`config.mk`:
```
export PLATFORM = sky130hd
export DESIGN_NAME = fifo_fwft_reader
export DESIGN_NICKNAME = d
export VERILOG_FILES = /design/src/rtl/fifo_pkg.sv /design/src/rtl/fifo_fwft_reader_skid.sv /design/src/rtl/fifo_fwft_reader.sv
export SDC_FILE = /design/constraint.sdc
export NUM_CORES = 1
export LEC_CHECK = 0
export ABC_AREA = 1
export CORE_MARGIN = 4
export CORE_UTILIZATION = 45
export CTS_CLUSTER_SIZE = 24
export DETAILED_ROUTE_END_ITERATION = 8
export MAX_ROUTING_LAYER = met4
export PLACE_DENSITY = 0.84
export SYNTH_ARGS = -nofsm -noshare
export SYNTH_HDL_FRONTEND = slang
export SYNTH_SLANG_ARGS = --single-unit
export TNS_END_PERCENT = 20
```
`constraint.sdc`:
```
create_clock -name rclk -period 2.9 [get_ports rclk]
set_clock_uncertainty 0.05 [all_clocks]
set_input_delay 0.29 -clock rclk [delete_from_list [all_inputs] [get_ports rclk]]
set_output_delay 0.29 -clock rclk [all_outputs]
set_load 0.1 [all_outputs]
```
`src/rtl/fifo_pkg.sv`:
```
// Shared FIFO constants and pointer helpers.
// Used by read-side (and write-side) pointer logic.
package fifo_pkg;

  localparam int DATASIZE_DEF = 8;
  localparam int ADDRSIZE_DEF = 4;
  localparam int GW = 32;

  function automatic int depth_of(input int addrsize);
    return 1 << addrsize;
  endfunction

  function automatic int ptr_w(input int addrsize);
    return addrsize + 1;
  endfunction

  // Operate on a wide zero-extended word;
  // callers truncate to their pointer width.
  function automatic logic [GW-1:0] bin2gray(
    input logic [GW-1:0] b
  );
    return b ^ (b >> 1);
  endfunction

  typedef enum logic [1:0] {
    SK_IDLE = 2'b00,
    SK_POP  = 2'b01,
    SK_PUSH = 2'b10,
    SK_BOTH = 2'b11
  } skid_op_e;

endpackage

```
`src/rtl/fifo_fwft_reader_skid.sv`:
```
// fifo_out_skid: 2-entry FWFT output buffer.
// Ports: i_clk, i_rst_n (sync, low), i_push/i_data
// (tail fill), i_ready (consumer), o_dout/o_valid
// (head), o_pop (head accepted), o_count (0..2).
module fifo_out_skid
  import fifo_pkg::*;
#(
  parameter int DATASIZE = DATASIZE_DEF
) (
  input  logic                i_clk,
  input  logic                i_rst_n,
  input  logic                i_push,
  input  logic [DATASIZE-1:0] i_data,
  input  logic                i_ready,
  output logic [DATASIZE-1:0] o_dout,
  output logic                o_valid,
  output logic                o_pop,
  output logic [1:0]          o_count
);

  logic [DATASIZE-1:0] r_head;
  logic [DATASIZE-1:0] r_tail;
  logic [1:0]          r_count;
  logic                r_valid;

  logic [DATASIZE-1:0] w_head_nxt;
  logic [DATASIZE-1:0] w_tail_nxt;
  logic [1:0]          w_count_nxt;
  skid_op_e            w_op;

  assign o_pop   = r_valid && i_ready;
  assign o_dout  = r_head;
  assign o_valid = r_valid;
  assign o_count = r_count;

  always_comb begin
    w_head_nxt  = r_head;
    w_tail_nxt  = r_tail;
    w_count_nxt = r_count;
    w_op        = skid_op_e'({i_push, o_pop});
    unique case (w_op)
      SK_POP: begin
        w_head_nxt  = r_tail;
        w_count_nxt = r_count - 2'd1;
      end
      SK_PUSH: begin
        if (r_count == 2'd0) w_head_nxt = i_data;
        else                 w_tail_nxt = i_data;
        w_count_nxt = r_count + 2'd1;
      end
      SK_BOTH: begin
        // With one entry the new word lands
        // straight in the head slot.
        if (r_count == 2'd1) begin
          w_head_nxt = i_data;
        end else begin
          w_head_nxt = r_tail;
          w_tail_nxt = i_data;
        end
      end
      default: ;
    endcase
  end

  always_ff @(posedge i_clk) begin
    if (!i_rst_n) begin
      r_head  <= '0;
      r_tail  <= '0;
      r_count <= 2'd0;
      r_valid <= 1'b0;
    end else begin
      r_head  <= w_head_nxt;
      r_tail  <= w_tail_nxt;
      r_count <= w_count_nxt;
      r_valid <= (w_count_nxt != 2'd0);
    end
  end

endmodule

```
`src/rtl/fifo_fwft_reader.sv`:
```
// FIFO read-side controller: read pointer, FWFT out.
// Ports: rclk, rrst_n (sync, low), rwptr (synced),
// raddr/rdata (memory), dout/dout_valid/dout_ready,
// rptr/rgray, rempty, rlevel, rerr (sticky overrun).
module fifo_fwft_reader
  import fifo_pkg::*;
#(
  parameter int DATASIZE = DATASIZE_DEF,
  parameter int ADDRSIZE = ADDRSIZE_DEF
) (
  input  logic                rclk,
  input  logic                rrst_n,
  input  logic [ADDRSIZE:0]   rwptr,
  output logic [ADDRSIZE-1:0] raddr,
  input  logic [DATASIZE-1:0] rdata,
  output logic [DATASIZE-1:0] dout,
  output logic                dout_valid,
  input  logic                dout_ready,
  output logic [ADDRSIZE:0]   rptr,
  output logic [ADDRSIZE:0]   rgray,
  output logic                rempty,
  output logic [ADDRSIZE+1:0] rlevel,
  output logic                rerr
);

  localparam int PW    = ptr_w(ADDRSIZE);
  localparam int DEPTH = depth_of(ADDRSIZE);
  localparam logic [PW:0] DEPTH_V = (PW+1)'(DEPTH);

  logic [PW-1:0] r_rptr;
  logic [PW-1:0] r_rgray;
  logic          r_rerr;

  logic [PW-1:0] w_rptr_nxt;
  logic [PW-1:0] w_diff;
  logic          w_rempty;
  logic          w_fetch;
  logic          w_pop;
  logic [1:0]    w_count;

  assign w_rempty   = (rwptr == r_rptr);
  assign w_fetch    = !w_rempty &&
                      ((w_count != 2'd2) || w_pop);
  assign w_rptr_nxt = r_rptr + PW'(1);
  // Modulo distance; wraps with the extra MSB.
  assign w_diff     = rwptr - r_rptr;

  assign raddr  = r_rptr[ADDRSIZE-1:0];
  assign rptr   = r_rptr;
  assign rgray  = r_rgray;
  assign rerr   = r_rerr;
  assign rempty = w_rempty;
  assign rlevel = {1'b0, w_diff} +
                  {{(PW-1){1'b0}}, w_count};

  always_ff @(posedge rclk) begin
    if (!rrst_n) begin
      r_rptr  <= '0;
      r_rgray <= '0;
      r_rerr  <= 1'b0;
    end else begin
      if (w_fetch) begin
        r_rptr  <= w_rptr_nxt;
        r_rgray <= PW'(bin2gray(GW'(w_rptr_nxt)));
      end
      if ({1'b0, w_diff} > DEPTH_V) r_rerr <= 1'b1;
    end
  end

  fifo_out_skid #(
    .DATASIZE (DATASIZE)
  ) u_skid (
    .i_clk   (rclk),
    .i_rst_n (rrst_n),
    .i_push  (w_fetch),
    .i_data  (rdata),
    .i_ready (dout_ready),
    .o_dout  (dout),
    .o_valid (dout_valid),
    .o_pop   (w_pop),
    .o_count (w_count)
  );

endmodule

```
**Word-level counts from Yosys, hierarchy flattened**

Cells that the tools add are included.

- Add/sub/neg operators: 5
- Order comparisons: 1
- Equal/unequal tests: 9
- Mux-type cells: 7
- Bitwise logic cells: 1
- Reductions and logical operators: 10

Operators by type and width:

| kind | count |
|---|---|
| 2-to-1 mux 8 bit | 4 |
| one-hot mux 8 bit (3 select lines) | 1 |
| one-hot mux 8 bit (2 select lines) | 1 |
| adder 5 x 2 -> 6 bit | 1 |
| inequality test 2 bit, second input constant | 3 |
| adder 5 x 1 -> 5 bit, second input constant | 1 |
| == test 5 bit | 1 |
| greater-than comparator 5 bit, second input constant | 1 |
| subtractor 5 bit | 1 |
| XOR 5 x 4 -> 5 bit | 1 |
| == test 2 x 1 -> 1 bit, second input constant | 2 |
| == test 2 bit, second input constant | 2 |
| one-hot mux 2 bit (2 select lines) | 1 |
| nonzero test 2 bit | 2 |
| AND reduction 3 bit | 1 |
| nonzero test 3 bit | 1 |
| adder 2 x 1 -> 2 bit, second input constant | 1 |
| logical AND 1 bit | 2 |
| logical NOT 2 bit | 1 |
| inequality test 2 x 1 -> 1 bit, second input constant | 1 |
| AND reduction 2 bit | 1 |
| subtractor 2 x 1 -> 2 bit, second input constant | 1 |
| logical NOT 1 bit | 1 |
| logical OR 1 bit | 1 |

- Bits in registers: 30
- Input port bits: 16
- Output and inout port bits: 31
- Logic and storage cells: 40

**Logic depth before layout (Yosys ltp)**

- Depth in word-level cells: 6
- Gate-level depth with buffers: 11
- Depth with buffers taken out: 11

**By module**

Synthesis repeated with hierarchy kept, for this count alone.

- Cell total of the unflattened synthesis: 292
- Area, all modules: 1,940.6 µm²

By module, submodules not included:

| module | times used | cells an instance | area an instance (µm²) | sequential area each (µm²) |
|---|---|---|---|---|
| fifo_out_skid | 1 | 161 | 1,077.3 | 380.4 |
| fifo_fwft_reader | 1 | 131 | 863.3 | 200.2 |

**Worst setup path after synthesis**

No wires, ideal clock.

- Path type: reg-to-output
- Start: register r_rptr[0], in the netlist rptr[0]
- End: output rlevel[4]
- Arrival: 3.920 ns
- Required time: 2.560 ns
- Path slack: -1.360 ns
- Stages on the path, launching flop included: 9
- Path buffers: 0
- Path through: dfxtp_1 > ha_1 > inv_1 > fa_1 > fa_1 > inv_1 > nor2_1 > nand2_1 > xnor2_1

- Longest elaborated chain between the ends: 2

RTL lines:

| element | RTL line | source |
|---|---|---|
| from (decl) | fifo_fwft_reader.sv:30 | `logic [PW-1:0] r_rptr;` |
| from (signal assigned) | fifo_fwft_reader.sv:63 | `r_rptr <= w_rptr_nxt;` |
| subtractor 5 bit | fifo_fwft_reader.sv:46 | `assign w_diff = rwptr - r_rptr;` |
| adder 5 x 2 -> 6 bit | fifo_fwft_reader.sv:53 | `assign rlevel = {1'b0, w_diff} +` |
| to (decl) | fifo_fwft_reader.sv:22 | `output logic [ADDRSIZE+1:0] rlevel,` |

No other way between the ends.

**Worst setup path in the final report**

- Start: input rwptr[0]
- End: output rlevel[3]

- Longest elaborated chain between the ends: 2

RTL lines:

| element | RTL line | source |
|---|---|---|
| from (decl) | fifo_fwft_reader.sv:13 | `input logic [ADDRSIZE:0] rwptr,` |
| subtractor 5 bit | fifo_fwft_reader.sv:46 |  |
| adder 5 x 2 -> 6 bit | fifo_fwft_reader.sv:53 |  |

No other way between the ends.

==> summary.md <==
| Metric | Value |
|---|---|
| Run status | `complete, no violations` |
| Setup Viol. Count Final | `0` |
| Proportion of netlist area held by the largest area contributor | `0.316` |
| Count of yosys warnings during synthesis | `0` |
| Max Clk Rate | `353 MHz` |
| Sum of net half-perimeters after detailed placement | `3140 um` |
| Dominant combinational cell family by area after synthesis | `simple AND/OR/NAND/NOR gates` |
| Met3 usage | `0.0568` |
| Net Count, Synth | `284` |
| Average via count per standard cell | `5.08` |
| Register area share after synthesis | `0.316` |
| DRC violations left | `0` |
| Vias after detailed routing | `1777` |
| M1 GR Usage | `0.221` |
| Root buffer cell | `sky130_fd_sc_hd__clkbuf_8` |
| Synthesized area per cell | `7.18 um2` |
| Routability-driven placement congestion ratio | `0.831` |
| Adder-Cell Fraction of Synth Area | `0.0899` |
| Die area | `5170 um2` |
| Minimum clock period after layout | `2.83 ns` |
| Hold buffer count at cts | `0` |
| Share of the synthesized area in compound gates (AO/OA/AOI/OAI) | `0.0899` |
| Post-synthesis xor/xnor area fraction | `0.0429` |
| Antenna-violating nets left | `0` |
| Transition at the pin with the smallest max-transition slack | `0.588 ns` |
| Max-Cap Viols | `0` |
| Area taken by multi-input logic gates | `1120 um2` |
| Crit path cell chain | `clkdlybuf4s50_1 -> inv_1 -> ha_2 -> inv_2 -> fa_2 -> ha_4 -> a21oi_1 -> nor2_1 -> buf_4 -> xor2_4 -> buf_12` |
| Antenna Cells | `0` |
| Relative slew slack | `0.608` |
| Mux cell area share after synthesis | `0` |
| Kind of critical path | `in -> out` |
| Clock tree sinks | `29` |
| Cell with the largest stage delay on the worst path | `sky130_fd_sc_hd__fa_2` |
| Height of the die | `71.9 um` |
| Number of buffers inserted during clock tree synthesis | `5` |
| Clock tree from TritonCTS | `done` |
| Drt first-iter violations | `141` |
| Core ar. | `3800 um2` |
| Layout overhead on the synthesized area | `35.7%` |
| Required time of the critical path | `2.56 ns` |
| Ratio of cells with drive above 1 in the final layout | `0.242` |
| Starting utilization of the core area | `0.484` |
| Clk slew on worst S/H paths | `0.06 ns` |
| Top post-synthesis cells by area | `sky130_fd_sc_hd__dfxtp_1 32%, sky130_fd_sc_hd__nand2_1 10%, sky130_fd_sc_hd__nor2_1 7.4%` |
| R2r startpoint | `u_skid.o_count[1]` |
| M2 GR Usage | `0.295` |
| Ratio of final minimum period to clock period | `0.976` |
| Number of fill cells | `322` |
| Worst Path Arrival | `2.49 ns` |
| Reg area | `588 um2` |
| Largest fanout of any net on the critical path | `3` |
| Area of the mapped netlist | `1840 um2` |
| Buffers from clock root to sink, at most | `2` |
| Maximum level of the CTS H-tree | `2` |
| Initial antenna violation count | `0` |
| Start point of the worst hold path | `rerr` |
| Post-detailed-routing wire length | `4400 um` |
| Synth Instances | `256` |
| Chip width | `71.9 um` |
| Endpoint class of the critical path | `primary output` |
| Nature of the critical path startpoint | `input pin` |
| Max-slew violation count | `0` |
| Synth cell types | `29` |
| Length of the first detailed-routing pass in iterations | `4` |
| Post-route worst hold slack | `0.400 ns` |
| Post-placement cell count | `341` |
| Final hold violations | `0` |
| Commonest non-fill, non-tap cell in the layout | `sky130_fd_sc_hd__nand2_1` |
| Number of register bits inferred by synthesis | `29` |
| Fraction of the core area covered by cells at the end of the flow | `0.656` |
| Commonest non-fill, non-tap cells in the layout | `49 x sky130_fd_sc_hd__nand2_1, 34 x sky130_fd_sc_hd__nor2_1, 30 x sky130_fd_sc_hd__inv_1, 29 x sky130_fd_sc_hd__buf_4, 25 x sky130_fd_sc_hd__dfxtp_1` |
| Port bufs | `46` |
| Vias in the first global route | `1723` |
| Cell taking the most area after synthesis | `sky130_fd_sc_hd__dfxtp_1` |
| Source of the critical timing path | `rwptr[0]` |
| Wire length per cell | `12.6 um` |
| Tot GR Track Use | `0.185` |
| Wire length of the first global-routing pass | `7380 um` |
| Maximum number of pins on one net before global-route repair | `26` |
| Clock latency reported for the late side of the worst-skew pair | `0.28 ns` |
| Setup_tns | `0 ns` |
| Slowest cell delay on critical path | `0.49 ns` |
| Most utilized layer in the global route result | `met2` |
| Post-synthesis simple-gate area fraction | `0.346` |
| Net count, final | `329` |
| Classification of the worst-slack hold path | `reg -> reg` |
| Non-filler cells in the finished layout | `350` |
| IO Count | `47` |
| Overall overflow remaining after global route | `0` |
| Cell Rows | `22` |
==> routing by layer <==
layer	routed length [um]	part of all wire	vias to the layer above
met5	0	0	-
met4	104	0.024	0
met3	229	0.052	10
met2	2150	0.49	47
met1	1920	0.44	824
li1	-	-	896
==> cells in the mapped netlist <==
master	number
sky130_fd_sc_hd__nand3_2	3
sky130_fd_sc_hd__xnor2_1	1
sky130_fd_sc_hd__buf_6	2
sky130_fd_sc_hd__o21a_1	2
sky130_fd_sc_hd__ha_1	10
sky130_fd_sc_hd__nand2_4	1
sky130_fd_sc_hd__fa_1	2
sky130_fd_sc_hd__and3_1	1
sky130_fd_sc_hd__nand3_1	12
sky130_fd_sc_hd__nand2_8	1
sky130_fd_sc_hd__buf_2	2
sky130_fd_sc_hd__a21oi_1	19
sky130_fd_sc_hd__nand2_2	5
sky130_fd_sc_hd__buf_4	7
sky130_fd_sc_hd__inv_1	31
sky130_fd_sc_hd__inv_2	1
sky130_fd_sc_hd__o21ai_1	8
sky130_fd_sc_hd__nor2_4	1
sky130_fd_sc_hd__nand2_1	50
sky130_fd_sc_hd__dfxtp_1	29
sky130_fd_sc_hd__or2_0	1
sky130_fd_sc_hd__nor2_1	36
sky130_fd_sc_hd__o21ai_0	3
sky130_fd_sc_hd__clkbuf_1	2
sky130_fd_sc_hd__nand4_1	8
sky130_fd_sc_hd__or2_2	1
sky130_fd_sc_hd__nand3b_1	8
sky130_fd_sc_hd__nor2_8	1
sky130_fd_sc_hd__xor2_1	8
==> path summary, 6_finish.rpt <==
path / slack, ns / end / cells after the start
worst max-delay path: 0.07 / rlevel[3] / 11
worst max register to register: 0.89 / u_skid.o_dout[7] / 8
worst min-delay path: 0.40 / rerr / 2
worst min register to register: 0.40 / rerr / 2
==> kinds of logic after synthesis <==
family / count (synthesis)
AO/OA/AOI/OAI: 32
AND/OR/NAND/NOR: 129
adder cells (fa/ha/maj): 12
buffers and inverters: 45
flip-flops: 29
XOR/XNOR: 9
==> cell type report <==
type                    instances  area share
inverters                      32      0.0482
well taps                      48      0.0241
repair buffers                 51       0.204
flip-flops and latches         29       0.236
clock buffers                   7      0.0386
multi-input cells             182       0.448
clock inverters                 1     0.00201
==> worst max-delay path: cells and delay by family <==
kind,cells,cell delay (ns)
and+or+nand+nor,1,0.12
xor gates and xnor gates,1,0.16
AOI/OAI and AO/OA,1,0.06
buffers and inverters,5,0.89
adders and majority gates,3,0.95
==> stage by stage <==
step	setup WS (ns)	area (um2)
2_1_floorplan	-0.0595	1890
3_3_place_gp	0.0563	2360
3_5_place_dp	0.0128	2360
4_1_cts	0.0118	2460
5_1_grt	-0.0157	2490
6_report	0.0707	2490
==> state kept, by name, indices dropped and copies added, names as in the netlist <==
signal,cells
u_skid.o_count,2
rerr,1
u_skid.r_tail,8
rgray,4
u_skid.o_valid,1
u_skid.o_dout,8
rptr,5
==> timing repair <==
action                                  CTS  global route
setup buffers                             0             1
endpoints found under the hold margin     0             0
resized for setup                         0             7
endpoints found under the setup margin    0             3
Power is not shown: default switching activity piles up to over one toggle a cycle in this logic, so the estimate is an artifact.
